File: src/rtl/dcache_store_buffer.sv
// In-order store buffer between writeback and the dcache write port, with a load-overlap check.
// Optional STORE_FWD_CHECK_EN: per-entry 8-byte block compare; otherwise any pending store blocks loads.
module dcache_store_buffer #(
  parameter int unsigned DEPTH  = 4,
  parameter int unsigned ADDR_W = 32,
  parameter int unsigned DATA_W = 64
) (
  input  logic                     clk,
  input  logic                     reset,
  input  logic                     st_valid,
  output logic                     st_ready,
  input  logic [ADDR_W-1:0]        st_addr,
  input  logic [DATA_W-1:0]        st_data,
  input  logic [1:0]               st_size,
  output logic                     wr_req_valid,
  input  logic                     wr_req_ready,
  output logic [ADDR_W-1:0]        wr_req_address,
  output logic [DATA_W-1:0]        wr_req_data,
  output logic [1:0]               wr_size_out,
  input  logic [ADDR_W-1:0]        ld_addr,
  input  logic [1:0]               ld_size,
  output logic                     ld_conflict,
  output logic                     sb_empty,
  output logic [$clog2(DEPTH):0]   sb_count
);

  localparam int unsigned PTR_W = $clog2(DEPTH);
  localparam int unsigned CNT_W = PTR_W + 1;

  logic [ADDR_W-1:0] addr_q [DEPTH];
  logic [DATA_W-1:0] data_q [DEPTH];
  logic [1:0]        size_q [DEPTH];
  logic [DEPTH-1:0]  valid_q;
  logic [PTR_W-1:0]  head_q, head_d, tail_q, tail_d;
  logic [CNT_W-1:0]  count_q, count_d;
  logic              push, pop;

  // st_ready depends only on registered count, never on wr_req_ready
  assign st_ready       = (count_q != CNT_W'(DEPTH));
  assign wr_req_valid   = (count_q != '0);
  assign sb_empty       = (count_q == '0);
  assign sb_count       = count_q;
  assign wr_req_address = addr_q[head_q];
  assign wr_req_data    = data_q[head_q];
  assign wr_size_out    = size_q[head_q];

  assign push = st_valid & st_ready;
  assign pop  = wr_req_valid & wr_req_ready;

  always_comb begin
    head_d  = head_q;
    tail_d  = tail_q;
    count_d = count_q;
    if (push) tail_d = tail_q + PTR_W'(1);
    if (pop)  head_d = head_q + PTR_W'(1);
    unique case ({push, pop})
      2'b10:   count_d = count_q + CNT_W'(1);
      2'b01:   count_d = count_q - CNT_W'(1);
      default: count_d = count_q;
    endcase
  end

  always_ff @(posedge clk) begin
    if (!reset) begin
      head_q  <= '0;
      tail_q  <= '0;
      count_q <= '0;
      valid_q <= '0;
    end else begin
      head_q  <= head_d;
      tail_q  <= tail_d;
      count_q <= count_d;
      if (pop)  valid_q[head_q] <= 1'b0;
      if (push) valid_q[tail_q] <= 1'b1;
    end
  end

  // Payload storage needs no reset; the valid bits and count qualify it
  always_ff @(posedge clk) begin
    if (reset && push) begin
      addr_q[tail_q] <= st_addr;
      data_q[tail_q] <= st_data;
      size_q[tail_q] <= st_size;
    end
  end

`ifdef STORE_FWD_CHECK_EN
  localparam int unsigned BLK_W = ADDR_W - 3;

  function automatic logic crosses(input logic [2:0] off, input logic [1:0] size);
    logic [3:0] last;
    last = {1'b0, off} + (4'd1 << size);
    return last > 4'd8;
  endfunction

  // Block sets are {blk} or {blk, blk+1}; blk+1 wraps at the top of the address space
  function automatic logic overlap(input logic [ADDR_W-1:0] sa, input logic [1:0] ss,
                                   input logic [ADDR_W-1:0] la, input logic [1:0] ls);
    logic [BLK_W-1:0] sb, lb;
    logic             sc, lc;
    sb = sa[ADDR_W-1:3];
    lb = la[ADDR_W-1:3];
    sc = crosses(sa[2:0], ss);
    lc = crosses(la[2:0], ls);
    return (sb == lb) || (sc && ((sb + BLK_W'(1)) == lb)) || (lc && (sb == (lb + BLK_W'(1))));
  endfunction

  always_comb begin
    ld_conflict = 1'b0;
    for (int i = 0; i < DEPTH; i++) begin
      if (valid_q[i] && overlap(addr_q[i], size_q[i], ld_addr, ld_size)) ld_conflict = 1'b1;
    end
  end
`else
  logic unused_ld;
  assign unused_ld   = ^{ld_addr, ld_size, valid_q};
  assign ld_conflict = ~sb_empty;
`endif

endmodule

File: config.mk
export PLATFORM = sky130hd
export DESIGN_NAME = dcache_store_buffer
export DESIGN_NICKNAME = d
export VERILOG_FILES = /design/src/rtl/dcache_store_buffer.sv
export SDC_FILE = /design/constraint.sdc
export NUM_CORES = 1
export LEC_CHECK = 0
export ABC_AREA = 1
export CAP_MARGIN = 25
export CORE_UTILIZATION = 45
export CTS_BUF_LIST = sky130_fd_sc_hd__clkbuf_16
export DETAILED_ROUTE_END_ITERATION = 10
export PLACE_DENSITY_LB_ADDON = 0.08
export REMOVE_ABC_BUFFERS = 1
export SYNTH_ARGS = -nofsm -noshare
export SYNTH_HDL_FRONTEND = slang
export SYNTH_SLANG_ARGS = --single-unit
File: constraint.sdc
create_clock -name clk -period 6.18 [get_ports clk]
set_input_delay 0.927 -clock clk [delete_from_list [all_inputs] [get_ports clk]]
set_output_delay 0.927 -clock clk [all_outputs]
set_load 0.05 [all_outputs]
# Word-level counts from Yosys, hierarchy flattened
# Memory sizes are Yosys's and may differ from the RTL's. A register that Yosys moved wholly into a read port is not among the register bits.
# Cells that the tools add are included.
# word_totals
n_memories,3
mem_bits_rw,392
elab_cells,29
register_bits,7
# memory_table
name,words,width,rd,rd_ports_with_merged_regs,wr,line_no,rtl
data_q,4,64,1,1,1,31,logic [DATA_W-1:0] data_q [DEPTH];
addr_q,4,32,1,1,1,30,logic [ADDR_W-1:0] addr_q [DEPTH];
size_q,4,2,1,1,1,32,logic [1:0] size_q [DEPTH];
# op_classes
muxes,9
eq_ne,3
n_reduce_logical,4
bitwise,3
n_addsub,4
# ops
operator,count
two-way mux 2 bit,6
one-hot mux 3 bit (2 select lines),1
adder 2 x 1 -> 2 bit (second input constant),2
adder 3 x 1 -> 3 bit (second input constant),1
zero test 3 bit,1
!= test 3 bit (second input constant),1
nonzero test 3 bit,1
subtractor 3 x 1 -> 3 bit (second input constant),1
AND 1 bit,2
equality test 2 x 1 -> 1 bit (second input constant),1
equality test 2 bit (second input constant),1
two-way mux 1 bit,2
nonzero test 2 bit,1
logical AND 1 bit,1
inverter 1 bit,1

# Logic depth before layout (Yosys ltp)
# Gate-level depths: netlist of the first run.
# depth
word_depth,5
mapped_depth,13
ltp_nobuf,13

# Least setup slack after synthesis of the first run
# No wires, ideal clock.
# synth_timing
path_type,input port to flip-flop
startpoint,input st_valid
endpoint,memory addr_q[0][0] (enable)
setup_ns,0.556
arrival_ns,5.500
path_stages,3
path_slack_ns,0.124
n_path_buf,0
path_cell_list,a21boi_0 > nand2_1 > nor2_1
# synth_via
elab_chain_len,4
# synth_lines
element,line_no,rtl
from (decl),10,"input logic st_valid,"
AND 1 bit,47,assign push = st_valid & st_ready;
logical AND 1 bit,80,if (reset && push) begin
two-way mux 1 bit,80,
two-way mux 1 bit (implied by the code),81,addr_q[tail_q] <= st_addr;
to (decl),30,
# No other way between the ends.

==> results.tsv, run 1 <==
metric	value	unit
status	complete, no violations	
Die Wd	184.7	um
post-synthesis cell type count	22	
XOR/XNOR Fraction of Synth Area	0	
Core Area	32700	um^2
Port Buf Inserts	206	
largest family of logic cells by synthesized area	compound AO/OA/AOI/OAI gates	
Req. time, crit path	5.25	ns
CTS tree	yes	
reg2reg start	sb_count[1]	
grt total ovfl	0	
Max-Cap Viols	0	
skew final	0.01511	ns
number of cell rows	66	
Seq/Total Area, Yosys	0.7957	
Area Overhead vs Synth	24.85	%
# setup viols final	0	
largest net degree at the start of global routing	95	
Final min period	4.453	ns
period utilisation layout	0.7206	
Worst-path clk slew	0.06	ns
Total GRT Usage	0.1850	
RSZ-0062 raised after global routing	no	
CP Max Fanout	87	
Setup CP Type	register to primary output	
Synth Warn #	0	
final hold vios	0	
Die ar.	34110	um^2
hold path startpoint	head_q[1]	
post-route ant nets	0	
initial core utilization	0.4593	
Hold/Removal Path Class	register to register	
starting DRC count in detailed routing	586	
via count	8781	
Clk Latency, worst-skew pair	0.52	ns
Inst Count DP	1623	
postcts setup bufs	0	
Ports	241	
Worst EP arrival	3.53	ns
mux cell area share after synthesis	0	
DR WL/cell	18.53	um
startpoint types	register	
Vias per Instance	5.171	
Worst Max-Slew Pin Slew	0.9218	ns
Clock Sink Count	401	
layout cells sized above 1	0.06056	
initial antenna violation count	3	
Synth Area in Compound Gates	0.1083	
# DRC	0	
synthesized flop and latch total	401	
height of the die	184.7	um
Area contributors post-synth	edfxtp_1 78%, nor2_1 5.2%, o21ai_0 5.0%	
Hold Buf Count CTS	0	
GP Congestion	0.7137	
fmax	0.2245	GHz
CTS Buffer Depth	3	
CTS root buffer	clkbuf_16	
Yosys top cell by area	edfxtp_1	
Slew Viols, Final	0	
DR pass1 iterations	5	
hpwl dp	17.27	mm
post-synth top area share	0.7837	
Non-Filler Instances	1698	
pwr dens	434.6	nW/um^2
Slew headroom	0.3854	
Peak VDD IR	0.3653	mV
post-synthesis adder-cell area fraction	0.005498	
CP endpoint kind	primary output	
Synth Instances	1022	
Nets	1367	
setup_tns	0	ns
cts bufs inserted	41	
CTS resizes	0	
global-route wire length before repair	47.50	mm
vias in the first global route	8490	
H-Tree Depth	2	
static leakage	6.225	nW
Simple-Gate Fraction of Synth Area	0.05806	
synthesized area	15020	um^2
WL final	31.46	mm
syn_area_per_cell	14.70	um^2
-- registers in the layout (all words and copies together) (netlist names), named ones only --
register	count
tail_q	2
head_q	2
size_q	8
data_q	256
sb_count	3
addr_q	128
-- report_power, final --
part	internal [mW]	total (mW)	leakage, nW	switching (mW)
sequential	3.14	3.22	3.63	0.0778
combinational	0.796	2.66	1.92	1.86
clock	1.33	2.28	0.668	0.947
-- logic make-up after synthesis --
family	after synthesis
compound gates	300
fa+ha+maj	6
simple gates	230
flops	401
buf+inv	85
-- worst max-delay path: stages (launching register included) --
cell             delay (ns)
dfxtp_4                0.70
buf_4                  0.78
o21ai_0                0.24
o22ai_1                0.32
clkdlybuf4s50_1        0.87
-- routing by layer --
| metal | share of wire | global-route usage | vias up |
|---|---|---|---|
| met5 | 0.00070 | 0 | - |
| met4 | 0.018 | 0.05091 | 4 |
| met3 | 0.066 | 0.04367 | 44 |
| met2 | 0.47 | 0.3029 | 202 |
| met1 | 0.44 | 0.2473 | 4282 |
| li1 | - | - | 4249 |
-- layout by cell type, fill, tap and decap left out, types with 7 or more instances in the layout --
cell / Yosys / routed
buf_4: 6 / 13
clkbuf_16: 0 / 43
clkdlybuf4s50_1: 0 / 206
clkinv_1: 0 / 9
dfxtp_1: 9 / 7
edfxtp_1: 392 / 392
inv_1: 18 / 33
nand2_1: 15 / 15
nor2_1: 210 / 206
o21ai_0: 151 / 151
o21ai_1: 47 / 47
o22ai_1: 98 / 98
-- area by class of cell --
type                    count  area (um^2)
fillers                  2669        13950
well taps                 442        553.0
clock buffers              43         1076
clock inverters            30        173.9
flip-flops and latches    401        11960
multi-input cells         536         2611
inverters                  20        81.33
diodes                      1        2.502
repair buffers            225         2295
-- metrics by stage --
stage | util | setup WS [ns] | hold WS (ns) | area (um^2) | total power, mW
2_1_floorplan | - | 0.1243 | 0.4591 | 14610 | 4.987
3_3_place_gp | 0.5328 | 2.199 | 0.4767 | 17420 | 5.933
3_5_place_dp | 0.5345 | 2.193 | 0.4802 | 17480 | 5.954
4_1_cts | 0.5727 | 1.693 | 0.4948 | 18730 | 8.231
5_1_grt | 0.5734 | 1.538 | 0.5187 | 18750 | 8.494
6_report | 0.5734 | 1.727 | 0.4970 | 18750 | 8.150
-- synthesized netlist by cell type --
cell	number
inv_2	1
fa_1	1
clkbuf_2	2
edfxtp_1	392
nor2_1	210
o22ai_1	98
nand2_1	15
nand3b_1	1
a21boi_0	1
o21ai_1	47
dfxtp_1	9
a21oi_1	3
ha_1	5
buf_12	1
inv_1	18
buf_4	6
nand3_1	4
clkbuf_1	34
inv_6	1
buf_6	15
buf_2	7
o21ai_0	151
-- final timing paths --
path	endpoint	depth (start not counted)	slack (ns)
hold reg to reg	register	2	0.50
setup / recovery	wr_req_data[9]	4	1.73
hold / removal	register	2	0.50
setup reg to reg	addr_q[1][11]	5	3.31
Power figures use the tool's default switching activity.
==> inputs of run 2 (changes only) <==
Clock period 6.18 ns to 4.6 ns, I/O delays scaled along.
==> run 2 against run 1 <==
Net effect:
- routed wire length is 0.11% lower
- die area did not move
- critical path type unchanged
- highest routed layer unchanged
- largest cell class unchanged
- via count hardly changed
==> results.tsv, run 2 (synthesis gave the netlist of run 1 again) <==
metric	value	unit
status	complete, no violations	
H-Tree Depth	2	
final worst slack	0.9139	ns
Worst EP arrival	3.00	ns
CTS resizes	0	
WL final	31.43	mm
Worst-path clk slew	0.06	ns
Peak VDD IR	0.4770	mV
largest register by flop count	data_q	
CP Max Fanout	83	
Worst Max-Slew Pin Slew	0.8796	ns
height of the die	184.7	um
largest registers	data_q (256), addr_q (128), size_q (8)	
Req. time, crit path	3.91	ns
Clock Sink Count	401	
final hold vios	0	
Port Buf Inserts	206	
cts bufs inserted	43	
initial antenna violation count	2	
post-route ant nets	0	
postcts setup bufs	0	
grt total ovfl	0	
Ports	241	
startpoint types	register	
dpl ws	1.468	ns
Die Wd	184.7	um
DR pass1 iterations	4	
Max-Cap Viols	0	
commonest non-fill, non-tap cell in the layout	edfxtp_1	
RSZ-0062 raised after global routing	no	
Inst Count DP	1623	
starting DRC count in detailed routing	505	
Area Overhead vs Synth	25.33	%
CTS Buffer Depth	3	
Total GRT Usage	0.1870	
number of flip-flops in the largest register	256	
layout cells sized above 1	0.06677	
highest-count cells in the layout ignoring fill and taps	392 x edfxtp_1, 206 x nor2_1, 206 x clkdlybuf4s50_1	
CP endpoint kind	primary output	
DR WL/cell	18.46	um
fin util	0.5756	
initial core utilization	0.4593	
via count	8785	
largest net degree at the start of global routing	197	
global-route wire length before repair	48.38	mm
Clk Latency, worst-skew pair	0.52	ns
vias in the first global route	8567	
DP Area	17480	um^2
Hold Buf Count CTS	0	
hpwl dp	16.35	mm
Slew headroom	0.4136	
Final min period	3.686	ns
Vias per Instance	5.162	
Hold/Removal Path Class	register to register	
Final Cell Area	18820	um^2
Non-Filler Instances	1702	
skew final	0.007755	ns
Nets	1368	
Core Area	32700	um^2
Setup CP Type	register to primary output	
fmax	0.2713	GHz
CTS root buffer	clkbuf_16	
# setup viols final	0	
static leakage	6.242	nW
pwr dens	590.9	nW/um^2
Die ar.	34110	um^2
period utilisation layout	0.8013	
# DRC	0	
GP Congestion	0.6780	
Slew Viols, Final	0	
CTS tree	yes	
number of cell rows	66	
==> run 2: changes by cell type in the layout (fill, tap and decap cells not counted), moves of 2 or more <==
cell and delta:
clkinv_2 +5, inv_1 -5, clkbuf_16 +2, clkinvlp_4 +2, buf_12 +2, buf_16 -2
==> run 2: power by group <==
group	total (mW)	internal [mW]	switching (mW)
logic	3.62	1.07	2.55
registers	4.28	4.22	0.0593
clock network	3.23	1.93	1.30
==> run 2: path summary, 6_finish.rpt <==
check	start	to	slack [ns]	cells after the start
worst max-delay path	register	wr_req_data[1]	0.91	5
worst min-delay path	head_q[1]	register	0.49	2
worst max register to register	sb_count[1]	data_q[1][42]	2.31	5
worst min register to register	head_q[1]	register	0.49	2
==> run 2: metal layers <==
layer / vias up / part of all wire / global-route usage
met5: - / 0.00035 / 0
met4: 2 / 0.016 / 0.05091
met3: 41 / 0.060 / 0.04426
met2: 200 / 0.48 / 0.3061
met1: 4282 / 0.45 / 0.2504
li1: 4260 / - / -
==> run 2: area by class of cell <==
cell class / instances / area [um^2]
fillers: 2648 / 13880
flip-flops and latches: 401 / 11960
multi-input cells: 536 / 2611
repair buffers: 224 / 2272
clock buffers: 45 / 1126
well taps: 442 / 553.0
clock inverters: 32 / 216.5
inverters: 20 / 81.33
diodes: 2 / 5.005
==> run 2: worst max-delay path, stage by stage (launching register included) <==
cell             delay, ns
dfxtp_4               0.36
inv_6                 0.47
buf_4                 0.41
o21ai_0               0.13
o22ai_1               0.20
clkdlybuf4s50_1       0.85
==> run 2: per-stage QoR <==
stage / TNS (ns) / power, mW / hold WS [ns]
2_1_floorplan: -627.06 / 6.700 / 0.4591
5_1_grt: 0 / 11.59 / 0.5402
4_1_cts: 0 / 11.25 / 0.4974
3_3_place_gp: 0 / 7.999 / 0.4846
6_report: 0 / 11.12 / 0.4913
3_5_place_dp: 0 / 8.011 / 0.4902
